$ cat src/rtl/event_encoder8_pkg.sv
// Shared types, sizes and helpers for the 8-line event encoder.
package event_enc_pkg;

    localparam int ENC_N = 8;
    localparam int ENC_W = 3;

    typedef enum logic {ST_IDLE, ST_HOLD} enc_state_t;

    // One-hot mask with only bit idx set.
    function automatic logic [ENC_N-1:0] onehot_of(input logic [ENC_W-1:0] idx);
        return ENC_N'(1) << idx;
    endfunction

endpackage

$ cat src/rtl/event_encoder8_if.sv
// Output handshake bundle of the event encoder: code with valid/ready.
interface event_encoder8_if;
    import event_enc_pkg::*;

    logic             out_valid;
    logic             out_ready;
    logic [ENC_W-1:0] code;

    modport master (output out_valid, output code, input out_ready);
    modport slave  (input out_valid, input code, output out_ready);

endinterface

$ cat src/rtl/event_encoder8_prio_sel.sv
// Combinational priority selector: finds the first set bit of mask,
// searching upward from index start and wrapping modulo ENC_N.
module enc_prio_sel
    import event_enc_pkg::*;
(
    input  logic [ENC_N-1:0] mask,
    input  logic [ENC_W-1:0] start,
    output logic             any,
    output logic [ENC_W-1:0] idx
);

    logic             found;
    logic [ENC_W-1:0] pos;

    // Walk the lines in search order; the first set one wins.
    always_comb begin
        idx   = '0;
        found = 1'b0;
        pos   = '0;
        for (int k = 0; k < ENC_N; k++) begin
            pos = start + ENC_W'(k);
            if (!found && mask[pos]) begin
                idx   = pos;
                found = 1'b1;
            end
        end
    end

    assign any = |mask;

endmodule

$ cat src/rtl/event_encoder8.sv
// event_encoder8: captures one-hot event pulses into a pending register and
// drains them one binary code per valid/ready transfer.
// Optional macro ROUND_ROBIN_EN selects rotating priority; undefined gives
// fixed lowest-index-first priority.
module event_encoder8
    import event_enc_pkg::*;
(
    input  logic              clk,
    input  logic              rst_n,
    input  logic              en,
    input  logic [ENC_N-1:0]  req,
    output logic [ENC_N-1:0]  pending,
    output logic              overflow,
    event_encoder8_if.master  out_if
);

    enc_state_t       state_q;
    logic             valid_q;
    logic [ENC_W-1:0] code_q;
    logic [ENC_N-1:0] pending_q, pending_d;
    logic             overflow_q, overflow_d;

    logic             sel_any;
    logic [ENC_W-1:0] sel_idx;
    logic [ENC_W-1:0] sel_start;
    logic             load;
    logic [ENC_N-1:0] load_mask;

`ifdef ROUND_ROBIN_EN
    logic [ENC_W-1:0] rr_ptr_q;

    // Remember the last loaded index so the next search starts just past it.
    always_ff @(posedge clk or negedge rst_n) begin
        if (!rst_n) begin
            rr_ptr_q <= ENC_W'(ENC_N - 1);
        end else if (load) begin
            rr_ptr_q <= sel_idx;
        end
    end

    assign sel_start = rr_ptr_q + ENC_W'(1);
`else
    assign sel_start = '0;
`endif

    enc_prio_sel u_sel (
        .mask  (pending_q),
        .start (sel_start),
        .any   (sel_any),
        .idx   (sel_idx)
    );

    // The output stage can take a new code when empty or when the current one
    // is being accepted; only the registered pending value is eligible.
    assign load      = en && sel_any && ((state_q == ST_IDLE) || out_if.out_ready);
    assign load_mask = load ? onehot_of(sel_idx) : '0;

    // Next pending/overflow: a new req on a bit being loaded is not a loss.
    always_comb begin
        pending_d  = '0;
        overflow_d = overflow_q;
        if (en) begin
            pending_d  = (pending_q & ~load_mask) | req;
            overflow_d = overflow_q | (|(req & pending_q & ~load_mask));
        end
    end

    // Pending register and sticky overflow flag.
    always_ff @(posedge clk or negedge rst_n) begin
        if (!rst_n) begin
            pending_q  <= '0;
            overflow_q <= 1'b0;
        end else begin
            pending_q  <= pending_d;
            overflow_q <= overflow_d;
        end
    end

    // Output FSM: load into the code register, hold until accepted, chain
    // back-to-back transfers while events remain; en=0 flushes but keeps code.
    always_ff @(posedge clk or negedge rst_n) begin
        if (!rst_n) begin
            state_q <= ST_IDLE;
            valid_q <= 1'b0;
            code_q  <= '0;
        end else if (!en) begin
            state_q <= ST_IDLE;
            valid_q <= 1'b0;
        end else begin
            case (state_q)
                ST_IDLE: begin
                    if (load) begin
                        code_q  <= sel_idx;
                        valid_q <= 1'b1;
                        state_q <= ST_HOLD;
                    end
                end
                ST_HOLD: begin
                    if (out_if.out_ready) begin
                        if (load) begin
                            code_q <= sel_idx;
                        end else begin
                            valid_q <= 1'b0;
                            state_q <= ST_IDLE;
                        end
                    end
                end
                default: begin
                    state_q <= ST_IDLE;
                    valid_q <= 1'b0;
                end
            endcase
        end
    end

    assign out_if.out_valid = valid_q;
    assign out_if.code      = code_q;
    assign pending          = pending_q;
    assign overflow         = overflow_q;

endmodule

$ cat src/flat_wrapper.sv
// flat-port wrapper written by rule: the top's interface ports become plain ports
module event_encoder8_flat import event_enc_pkg::*;
  (clk, rst_n, en, req, pending, overflow, out_if_out_valid, out_if_code, out_if_out_ready);
  event_encoder8_if out_if_i ();
  input  logic clk;
  input  logic rst_n;
  input  logic en;
  input  logic [ENC_N-1:0] req;
  output logic [ENC_N-1:0] pending;
  output logic overflow;
  output wire logic [$bits(out_if_i.out_valid)-1:0] out_if_out_valid;
  output wire logic [$bits(out_if_i.code)-1:0] out_if_code;
  input wire logic [$bits(out_if_i.out_ready)-1:0] out_if_out_ready;
  assign out_if_out_valid = out_if_i.out_valid;
  assign out_if_code = out_if_i.code;
  assign out_if_i.out_ready = out_if_out_ready;
  event_encoder8 u_core (.clk(clk), .rst_n(rst_n), .en(en), .req(req), .pending(pending), .overflow(overflow), .out_if(out_if_i));
endmodule
$ cat config.mk
export PLATFORM = sky130hd
export DESIGN_NAME = event_encoder8_flat
export DESIGN_NICKNAME = d
export VERILOG_FILES = /design/src/rtl/event_encoder8_pkg.sv /design/src/rtl/event_encoder8_if.sv /design/src/rtl/event_encoder8_prio_sel.sv /design/src/rtl/event_encoder8.sv /design/src/flat_wrapper.sv
export SDC_FILE = /design/constraint.sdc
export NUM_CORES = 1
export LEC_CHECK = 0
export CAP_MARGIN = 20
export CORE_MARGIN = 5
export CORE_UTILIZATION = 35
export DETAILED_ROUTE_END_ITERATION = 8
export GPL_ROUTABILITY_DRIVEN = 0
export PLACE_DENSITY = 0.74
export SLEW_MARGIN = 30
export SYNTH_ARGS = -nofsm -noshare
export SYNTH_HDL_FRONTEND = slang
export SYNTH_SLANG_ARGS = --single-unit
$ cat constraint.sdc
create_clock -name clk -period 4.5 [get_ports clk]
set_clock_uncertainty 0.2 [all_clocks]
set_input_delay 0.45 -clock clk [delete_from_list [all_inputs] [get_ports clk]]
set_output_delay 0.45 -clock clk [all_outputs]
set_load 0.01 [all_outputs]
==> results_tabular.tex <==
\begin{tabular}{lr}
\hline
Metric & Value \\
\hline
\multicolumn{2}{l}{\textbf{Run status}} \\
\quad Outcome & completed \\
\multicolumn{2}{l}{\textbf{Die}} \\
\quad Initial cell density of the core & 0.3628 \\
\quad Top Ports & 25 \\
\quad FP Rows & 16 \\
\quad Area of the placeable core & 1942 sq um \\
\quad Die W & 54.86 um \\
\quad Die span in y & 54.86 um \\
\quad Overall die area & 3010 sq um \\
\multicolumn{2}{l}{\textbf{Timing}} \\
\quad RSZ-0062 raised after global routing & no \\
\quad Final critical-path share of the clock period & 0.5111 \\
\quad Peak clock frequency supported by timing & 434.8 MHz \\
\quad Slew of the pin with the lowest slew margin & 0.6116 ns \\
\quad Number of max-slew violations in the final report & 0 \\
\quad Number of hold-slack violations in the final timing report & 0 \\
\quad Relative slew slack & 0.5910 \\
\quad Shortest period the worst path allows & 2.300 ns \\
\quad Setup violation total in the final timing report & 0 \\
\quad Final TNS setup & 0 ns \\
\multicolumn{2}{l}{\textbf{CTS}} \\
\quad Quantity of gates resized following cts & 0 \\
\quad Clock Path Buffers & 2 \\
\quad Clock-pin slew on the worst setup and hold paths & 0.09 ns \\
\quad Sinks on the clock net & 14 \\
\quad Hold buffer count at cts & 0 \\
\quad CTS tree & yes \\
\quad Clock network latency to the later pin of the worst-skew pair & 0.28 ns \\
\quad Buffer cell driving the clock tree root & clkbuf\_4 \\
\quad CTS HTree Levels & 1 \\
\quad Number of buffers added by the clock tree synthesis step & 3 \\
\quad Setup fix buffers added after clock tree synthesis & 0 \\
\multicolumn{2}{l}{\textbf{Final layout}} \\
\quad Antenna diode instance count & 0 \\
\quad Layout cell share with drive strength beyond 1 & 0.07447 \\
\quad Number of fillers in the final layout & 184 \\
\quad Count of nets after finishing & 107 \\
\quad Synth-to-Final Area Change & 43.52\% \\
\multicolumn{2}{l}{\textbf{Global route}} \\
\quad GRT Residual Overflow & 0 \\
\quad Antenna violations before repair & 0 \\
\quad Number of global-route vias before repair & 596 \\
\quad Wire length of the first global-routing pass & 2656 um \\
\quad Pin count of the biggest net entering global routing & 16 \\
\quad Total global routing track utilization & 0.1266 \\
\multicolumn{2}{l}{\textbf{Yosys}} \\
\quad Post-Syn Nets & 79 \\
\quad Ranking of synthesized cells by area & dfrtp\_1, o21a\_1, nor2\_1 \\
\quad \#FFs+latches synth & 14 \\
\quad Post-Synthesis Mean Instance Area & 10.51 sq um \\
\quad Number of library cell types mapped by synthesis & 25 \\
\quad Post-Synthesis Cell Area & 704.4 sq um \\
\quad Post-Syn Instances & 67 \\
\quad Warning count from the yosys run & 0 \\
\quad Share of synthesized area occupied by flip-flops and latches & 0.4973 \\
\quad Share of Yosys cell area claimed by the top area cell type & 0.4973 \\
\quad Cell accounting for the most synthesized area & dfrtp\_1 \\
\multicolumn{2}{l}{\textbf{Routing}} \\
\quad Count of routing violations after the opening detailed-route iteration & 13 \\
\quad Detailed-route vias per instance & 5.223 \\
\quad Mean routed wirelength per cell & 13.96 um \\
\quad Routed vias & 632 \\
\quad DRC violations left & 0 \\
\quad Final Routed Wirelength & 1689 um \\
\quad Detailed Routing Iterations Pass 1 & 5 \\
\quad Residual antenna-violating net count after detailed routing & 0 \\
\multicolumn{2}{l}{\textbf{Pwr}} \\
\quad Leakage & 0.4034 nW \\
\quad Worst vdd ir & 0.1860 mV \\
\quad Overall Power & 0.3119 mW \\
\quad Pwr/cell area & 308.5 nW/um\^{}2 \\
\multicolumn{2}{l}{\textbf{Critical path}} \\
\quad Number of buffer and inverter instances along the worst setup path & 1 \\
\quad Crit path kind & primary input to flop \\
\quad Startpoint of the lowest-slack register-to-register path & u\_core.pending[3] \\
\quad Reg2reg setup slack & 2.35 ns \\
\quad Endpoint required time on the critical path & 4.46 ns \\
\quad Endpoint of the worst register-to-register path & u\_core.overflow \\
\quad Longest individual stage delay on the worst path & 0.78 ns \\
\quad Reg2reg path depth & 5 \\
\quad Crit end category & flop \\
\quad Critical path data arrival time & 2.26 ns \\
\quad Maximum fanout encountered on the critical timing path & 15 \\
\quad Number of cells on the critical path & 5 \\
\quad Worst-path cell with the longest stage delay & clkdlybuf4s50\_1 \\
\quad Cells along the critical path & clkdlybuf4s50\_1, nand3\_2, o41a\_1, a22o\_1, o32a\_1 \\
\quad Cell class contributing the biggest share of worst-path delay & compound AO/OA/AOI/OAI gates \\
\quad Critical path launch point type & primary input \\
\multicolumn{2}{l}{\textbf{Hold path}} \\
\quad Worst Hold Path Cells & 1 \\
\quad End of the worst hold path & u\_core.out\_if.code[2] \\
\quad Path class of the lowest-slack min-delay path & flop to flop \\
\quad Start point of the worst hold path & u\_core.out\_if.code[2] \\
\multicolumn{2}{l}{\textbf{Placement}} \\
\quad Number of port buffers & 24 \\
\quad HPWL reported at the end of detailed placement & 1296 um \\
\multicolumn{2}{l}{\textbf{Flow run}} \\
\quad Max capacitance violation total & 0 \\
\hline
\end{tabular}
[placed cells by master (no fill, tap or decap), types with 3 or more instances in the layout]
| master | n |
|---|---|
| clkbuf_4 | 3 |
| dfrtp_1 | 14 |
| nor2b_1 | 4 |
| nand2_1 | 3 |
| nor2_1 | 7 |
| o21a_1 | 7 |
| a21oi_1 | 5 |
| clkdlybuf4s50_1 | 24 |
[worst max-delay path by stage]
| stage | start | end |
|---|---|---|
| 2_1_floorplan | u_core.pending[3] | u_core.overflow |
| 3_3_place_gp | en | u_core.overflow |
| 3_5_place_dp | en | u_core.overflow |
| 4_1_cts | en | u_core.overflow |
| 5_1_grt | en | u_core.overflow |
| 6_report | en | u_core.overflow |
[cell usage after synthesis (all sizes together)]
cell	instances
nand2b	2
nand3	2
a21boi	2
a31o	1
and3b	1
o21ai	2
dfrtp	14
nor4	1
o22a	2
nand2	3
clkbuf	1
a22oi	1
inv	2
o21a	7
a21oi	5
o32a	2
o211ai	1
a22o	2
nor2	7
a31oi	1
o41a	1
o31a	2
and2	1
nor2b	4
[cell families after synthesis]
kind of cell | after synthesis | synth area share
compound gates | 29 | 0.3073
simple gates | 21 | 0.1794
flops | 14 | 0.4973
buf+inv | 3 | 0.01598
[routing by layer]
layer  wire length [um]  GRT usage  share of wire
met5                  0          0              0
met2                783     0.1752           0.46
met1                791     0.1773           0.47
met3                 86    0.03542          0.051
met4                 27    0.06224          0.016
[power breakdown]
part	switching [mW]	internal, mW	leakage [nW]
Combinational	0.0296	0.0423	0.214
Clock	0.0410	0.0493	0.0210
Sequential	0.0132	0.137	0.168
[cell type report]
| type | instances | area, sq um | share of cell area |
|---|---|---|---|
| Inverter | 2 | 7.507 | 0.007426 |
| Clock buffer | 4 | 36.28 | 0.03589 |
| Tap cell | 27 | 33.78 | 0.03342 |
| Multi-Input combinational cell | 50 | 342.8 | 0.3391 |
| Timing Repair Buffer | 24 | 240.2 | 0.2376 |
| Sequential cell | 14 | 350.3 | 0.3465 |
[stage by stage]
stage	worst slack, ns	hold slack, ns	utilization	cells	area (sq um)
floorplan	2.487	-0.04559	-	67	704.4
global placement	1.967	0.2787	0.5019	117	974.7
detailed placement	1.924	0.2875	0.5019	117	974.7
CTS	2.219	0.3117	0.5206	121	1011
global route	2.120	0.3366	0.5206	121	1011
finish	2.200	0.3066	0.5206	121	1011
[state kept, by name, indices dropped and copies added (netlist names)]
| register | cells |
|---|---|
| u_core.pending | 8 |
| u_core.out_if.code | 3 |
| u_core.state_q | 1 |
| u_core.overflow | 1 |
| u_core.out_if.out_valid | 1 |
Note: power is estimated with default switching activity, not from simulation.
